$ cat config.mk
export PLATFORM = sky130hd
export DESIGN_NAME = key_debouncer_flat
export DESIGN_NICKNAME = d
export VERILOG_FILES = /design/src/rtl/button_pkg.sv /design/src/rtl/key_debouncer_if.sv /design/src/rtl/sync2.sv /design/src/rtl/key_debouncer.sv /design/src/flat_wrapper.sv
export SDC_FILE = /design/constraint.sdc
export NUM_CORES = 1
export LEC_CHECK = 0
export CAP_MARGIN = 20
export CELL_PAD_IN_SITES_DETAIL_PLACEMENT = 1
export CELL_PAD_IN_SITES_GLOBAL_PLACEMENT = 1
export CORE_MARGIN = 5
export CORE_UTILIZATION = 48
export DETAILED_ROUTE_END_ITERATION = 8
export PLACE_DENSITY_LB_ADDON = 0.08
export REMOVE_ABC_BUFFERS = 1
export SLEW_MARGIN = 10
export SYNTH_ARGS = -nofsm -noshare
export SYNTH_HDL_FRONTEND = slang
export SYNTH_SLANG_ARGS = --single-unit
$ cat constraint.sdc
create_clock -name Clock -period 3.3 [get_ports Clock]
set_clock_uncertainty 0.2 [all_clocks]
set_input_delay 0.99 -clock Clock [delete_from_list [all_inputs] [get_ports Clock]]
set_output_delay 0.99 -clock Clock [all_outputs]
set_load 0.02 [all_outputs]
$ cat src/rtl/button_pkg.sv
// rtl/button_pkg.sv - shared encodings and idle level for the push-button conditioning path
package button_pkg;

  typedef enum logic [1:0] {
    HIGH    = 2'b00,
    TO_LOW  = 2'b01,
    LOW     = 2'b10,
    TO_HIGH = 2'b11
  } deb_state_e;

  // Released button reads high; also the reset value of every level-holding flop
  localparam logic IDLE_LEVEL = 1'b1;

  function automatic logic state_level(input deb_state_e s);
    return (s == HIGH) || (s == TO_LOW);
  endfunction

  function automatic logic state_busy(input deb_state_e s);
    return (s == TO_LOW) || (s == TO_HIGH);
  endfunction

endpackage

$ cat src/rtl/key_debouncer_if.sv
// rtl/key_debouncer_if.sv - raw key pin in, debounced level and qualification flag out
interface key_debouncer_if;

  logic KEY_n;
  logic a;
  logic busy;

  modport master (
    output KEY_n,
    input  a,
    input  busy
  );

  modport slave (
    input  KEY_n,
    output a,
    output busy
  );

endinterface

$ cat src/rtl/sync2.sv
// rtl/sync2.sv - two-flop synchroniser for an asynchronous level, idles high
module sync2
  import button_pkg::*;
(
  input  logic Clock,
  input  logic Reset,
  input  logic d,
  output logic q
);

  logic s1;

  always_ff @(posedge Clock) begin
    if (Reset) begin
      s1 <= IDLE_LEVEL;
      q  <= IDLE_LEVEL;
    end else begin
      s1 <= d;
      q  <= s1;
    end
  end

endmodule

$ cat src/rtl/key_debouncer.sv
// rtl/key_debouncer.sv - counter-qualified debouncer producing a glitch-free idle-high key level
module key_debouncer
  import button_pkg::*;
#(
  parameter int STABLE_CYCLES = 4,
  parameter int CNT_W         = 19
) (
  input  logic           Clock,
  input  logic           Reset,
  key_debouncer_if.slave key
);

  localparam logic [CNT_W-1:0] CNT_LAST = CNT_W'(STABLE_CYCLES - 1);

  logic             s2;
  deb_state_e       state;
  deb_state_e       state_nxt;
  logic [CNT_W-1:0] cnt;
  logic [CNT_W-1:0] cnt_nxt;

  sync2 u_sync2 (
    .Clock (Clock),
    .Reset (Reset),
    .d     (key.KEY_n),
    .q     (s2)
  );

  always_ff @(posedge Clock) begin
    if (Reset) begin
      state <= HIGH;
      cnt   <= '0;
    end else begin
      state <= state_nxt;
      cnt   <= cnt_nxt;
    end
  end

  // A contrary sample is checked before the terminal count so it always aborts
  always_comb begin
    state_nxt = state;
    cnt_nxt   = cnt;
    case (state)
      HIGH: begin
        if (!s2) begin
          state_nxt = TO_LOW;
          cnt_nxt   = '0;
        end
      end
      TO_LOW: begin
        if (s2) begin
          state_nxt = HIGH;
          cnt_nxt   = '0;
        end else if (cnt == CNT_LAST) begin
          state_nxt = LOW;
          cnt_nxt   = '0;
        end else begin
          cnt_nxt = cnt + 1'b1;
        end
      end
      LOW: begin
        if (s2) begin
          state_nxt = TO_HIGH;
          cnt_nxt   = '0;
        end
      end
      TO_HIGH: begin
        if (!s2) begin
          state_nxt = LOW;
          cnt_nxt   = '0;
        end else if (cnt == CNT_LAST) begin
          state_nxt = HIGH;
          cnt_nxt   = '0;
        end else begin
          cnt_nxt = cnt + 1'b1;
        end
      end
      default: begin
        state_nxt = HIGH;
        cnt_nxt   = '0;
      end
    endcase
  end

  // Outputs decode the state register only, so they cannot glitch
  assign key.a    = state_level(state);
  assign key.busy = state_busy(state);

endmodule

$ cat src/flat_wrapper.sv
// flat-port wrapper written by rule: the top's interface ports become plain ports
module key_debouncer_flat import button_pkg::*;
#(
  parameter int STABLE_CYCLES = 4,
  parameter int CNT_W         = 19
)
  (Clock, Reset, key_KEY_n, key_a, key_busy);
  key_debouncer_if key_i ();
  input  logic Clock;
  input  logic Reset;
  input wire logic [$bits(key_i.KEY_n)-1:0] key_KEY_n;
  output wire logic [$bits(key_i.a)-1:0] key_a;
  output wire logic [$bits(key_i.busy)-1:0] key_busy;
  assign key_i.KEY_n = key_KEY_n;
  assign key_a = key_i.a;
  assign key_busy = key_i.busy;
  key_debouncer #(.STABLE_CYCLES(STABLE_CYCLES), .CNT_W(CNT_W)) u_core (.Clock(Clock), .Reset(Reset), .key(key_i));
endmodule
# After elaboration in Yosys (flattened, before gate mapping)
# Cells that the tools add are included.
totals:
  output_inout_bits: 2
  reg_bits: 23
  elab_cells: 31
  input_bits: 3
classes:
  muxes: 13
  n_reduce_logical: 5
  n_addsub: 1
  n_eq_ne: 8
ops:
  columns: ["op", "count"]
  rows:
  - ["$mux W19", 5]
  - ["$pmux W19 S4", 1]
  - ["$add A19 B1 Y19 const B", 1]
  - ["$eq A19 B2 Y1 const B", 1]
  - ["$mux W2", 6]
  - ["$pmux W2 S4", 1]
  - ["$ne A3 B2 Y1 const B", 2]
  - ["$eq A2 B2 Y1 const B", 2]
  - ["$ne A2 B2 Y1 const B", 2]
  - ["$reduce_and A4 Y1", 1]
  - ["$eq A2 B1 Y1 const B", 1]
  - ["$logic_not A2 Y1", 1]
  - ["$logic_or A1 B1 Y1", 2]
  - ["$reduce_and A2 Y1", 1]

# Logic depth before layout (Yosys ltp)
depth:
  word_depth: 4
  mapped_depth: 6
  mapped_depth_nobuf: 5

# Cells and area by module
# Synthesis repeated with hierarchy kept, for this count alone.
unflattened:
  hier_cells: 132
  hier_area_um2: 1136.1
by_module_without_submodules:
  columns: ["module", "n_inst", "area_each_um2", "seq_area_each_um2", "cells_per_inst"]
  rows:
  - ["key_debouncer", 1, 1083.5, 420.4, 128]
  - ["sync2", 1, 52.6, 40.0, 4]

# Worst setup path after synthesis
# No wires, ideal clock.
synth_timing:
  path_kind: "input to register"
  start: "in Reset"
  end: "reg u_core.cnt[7]"
  path_buffers: 2
  setup_ps: 120
  path_slack_ps: 843
  t_arrival_ps: 2137
  stages: 6
  required_ps: 2980
  path_cell_list: "clkbuf_1 nand2b_1 nor2_1 clkbuf_1 and3_1 a211o_1"
synth_lines:
  columns: ["element", "line_no", "source"]
  rows:
  - ["start, declared", "flat_wrapper.sv:10", "input logic Reset;"]
  - ["end signal, assigned", "key_debouncer.sv:34", "cnt <= cnt_nxt;"]
  - ["end, declared", "key_debouncer.sv:18", "logic [CNT_W-1:0] cnt;"]

# Worst setup path in the final report
layout_timing:
  start: "reg u_core.cnt[0]"
  end: "reg u_core.cnt[12]"
layout_via:
  elab_chain_cells: 4
  word_cells_on_any_way: 6
  classes_between: "add/sub (1); eq/ne (1); mux (4)"
layout_rtl:
  columns: ["element", "line_no", "source"]
  rows:
  - ["$add A19 B1 Y19 / $eq A19 B2 Y1 (equally long branches)", null, null]
  - ["$mux W19 (*)", "key_debouncer.sv:53, key_debouncer.sv:70", null]
  - ["$mux W19 (on tied branches)", "key_debouncer.sv:67, key_debouncer.sv:50", null]
  - ["$pmux W19 S4 (*)", "key_debouncer.sv:42", "case (state)"]
# Every way passes the cells marked *; elsewhere a longest branch is shown, timed or not.
# A chain may end at the register's enable or synchronous reset.

==> flow_summary.ini <==
[placement]
io_buffers = 4
dp_hpwl_um = 2270
place_congestion = 0.750
place_area_sq_um = 1320
post-place-ws_ps = 358

[layout]
final_common_cell = dfxtp_1
diodes = 0
final_area_sq_um = 1340
fin_nets = 162
syn_to_final_growth_pct = 8.27
drive_above_1_share_pct = 12.1
final_cell_mix = 23 x dfxtp_1, 19 x nand2_1, 17 x nand3_1

[detailed_routing]
drc = 0
final_antenna_net_count = 0
vias_per_cell = 6.34
dr.pass1.iters = 4
routed_wl_um = 3210
wl_per_cell_um = 17.1
drt_iter0_drc = 46
dr_total_vias = 1185

[synth]
synth-async-reset-ratio_pct = 0
synth_edf_count = 0
yosys_warnings = 0
yosysSeqAreaShare_pct = 37.1
syn_area_sq_um = 1240
synthFlopType = dfxtp_1
synth_cells = 153
avgSynthCellArea_sq_um = 8.10
synthDistinctLibCells = 36
ys_seq_elements = 23

[clocking]
cts_buffers = 3
clock_insertion_delay_worst_skew_ps = 320
post_cts_buffers = 0
cts_max_level = 1
cts_tree = done
cts_resized = 0
clk_pin_slew_ps = 130
ctsHoldBuffers = 0
clockBufferDepth = 2
cts_sinks = 23
cts-root-buf = clkbuf_4

[sta]
max_freq_mhz = 377
tightest_slew_ps = 737
relSlewSlack_pct = 50.5
finalCritPeriodShare_pct = 80.4
drv_slew = 0
hold_viol_final = 0
setup_ws_ps = 647
finalSetupViolCount = 0
rsz0062_at_grt = false
min_period_ps = 2650
tns_ps = 0

[setup_path]
crit_type = flip-flop to flip-flop
cp_max_fo = 10
endpoint_kind = flip-flop
crit_chain = ha_1 -> nor4b_1 -> nand4_1 -> o21ai_1 -> o311ai_0
cp.required_ps = 3270
crit_path_top_delay_cell = o21ai_1
startpoint_type = flip-flop
slowest_delay_ps = 690
cp.arrival_ps = 2620

[floorplanning]
dieWidth_um = 60.8
coreArea_sq_um = 2480
initial_core_util_pct = 50.1
die_height_um = 60.8
dieArea_sq_um = 3700
ioPinCount = 5
num_rows = 18

[global_route]
grt_usage_pct = 20.1
overflow = 0
grt_pass1_wl_um = 5680
grt_pass1_vias = 1249
antenna_found_initial = 0
grt_start_max_net_pins = 18

[pwr]
p_per_area_nw_per_um2 = 325
ir_worst_vdd_mv = 0.203
p_leak_nw = 0.417
fin_total_pwr_mw = 0.436

[min_path]
hold_path_class = flip-flop to flip-flop

[status]
outcome = finished clean

[run]
drv_cap = 0
routing by layer:
layer,GRT usage [%],vias up,part of all wire (%)
li1,-,590,-
met1,25.7,561,48
met2,33.4,27,47
met3,3.62,7,3.9
met4,8.05,0,1.6
met5,0,-,0
path summary, 6_finish.rpt:
path	startpoint	end	slack, ps	depth (start not counted)
setup / recovery	u_core.cnt[0]$_SDFFE_PP0P_	u_core.cnt[12]$_SDFFE_PP0P_	650	5
hold / removal	u_core.u_sync2.s1$_SDFF_PP1_	u_core.u_sync2.q$_SDFF_PP1_	230	1
setup reg to reg	u_core.cnt[0]$_SDFFE_PP0P_	u_core.cnt[12]$_SDFFE_PP0P_	650	5
hold reg to reg	u_core.u_sync2.s1$_SDFF_PP1_	u_core.u_sync2.q$_SDFF_PP1_	230	1
where the power goes:
part	switching (mW)	internal [mW]
clock	0.0885	0.0473
combinational	0.0120	0.00769
sequential	0.00107	0.279
synthesized netlist by cell type (2+ instances only):
master | count | share of area, %
xor2_1 | 4 | 2.8
nor4_1 | 6 | 3.0
nand3_1 | 17 | 6.9
nor2_1 | 3 | 0.91
o211ai_1 | 4 | 2.4
or2_2 | 3 | 1.5
clkbuf_1 | 7 | 2.1
or4_1 | 5 | 3.0
a22oi_1 | 2 | 1.2
o31ai_1 | 2 | 1.2
o21ai_0 | 11 | 4.4
inv_1 | 5 | 1.5
nor3_1 | 7 | 2.8
nand4_1 | 6 | 3.0
o311ai_0 | 2 | 1.4
a21oi_1 | 5 | 2.0
or4_4 | 2 | 1.8
and3_1 | 3 | 1.5
nand2_1 | 19 | 5.8
dfxtp_1 | 23 | 37
or3_2 | 2 | 1.2
worst max-delay path: cells and delay by family (launching register included):
family | cells | cell delay (ps)
compound gates | 2 | 930
simple gates | 2 | 660
flops | 1 | 430
fa+ha+maj | 1 | 280
cell type report:
type                            count  area [sq um]
Clock buffer                        4          26.3
Fill cell                         316          1130
Inverter                            5          18.8
Multi-Input combinational cell    117           729
Sequential cell                    23           460
Tap cell                           30          37.5
Timing Repair Buffer                8          70.1
flip-flops by register name (all words and copies together), names as in the netlist, named ones only:
signal             count
u_core.cnt            19
u_core.state           1
u_core.u_sync2.q       1
u_core.u_sync2.s1      1
cells by family (layout without fill, tap and decap cells):
group	count (synthesis)	count (layout)	synth area share (%)
buffers and inverters	13	17	4.04
adders and majority gates	1	1	1.01
AOI/OAI and AO/OA	30	30	16.1
xor gates and xnor gates	5	5	3.53
DFF	23	23	37.1
and+or+nand+nor	81	81	38.1
metrics by stage:
step / instances / util (%) / hold WS (ps)
floorplan: 145 / - / 189
global placement: 183 / 53.1 / 193
global route: 187 / 54.2 / 259
finish: 187 / 54.2 / 234
detailed placement: 183 / 53.1 / 208
CTS: 187 / 54.2 / 240
No activity file was read; power rests on OpenSTA's default activity.
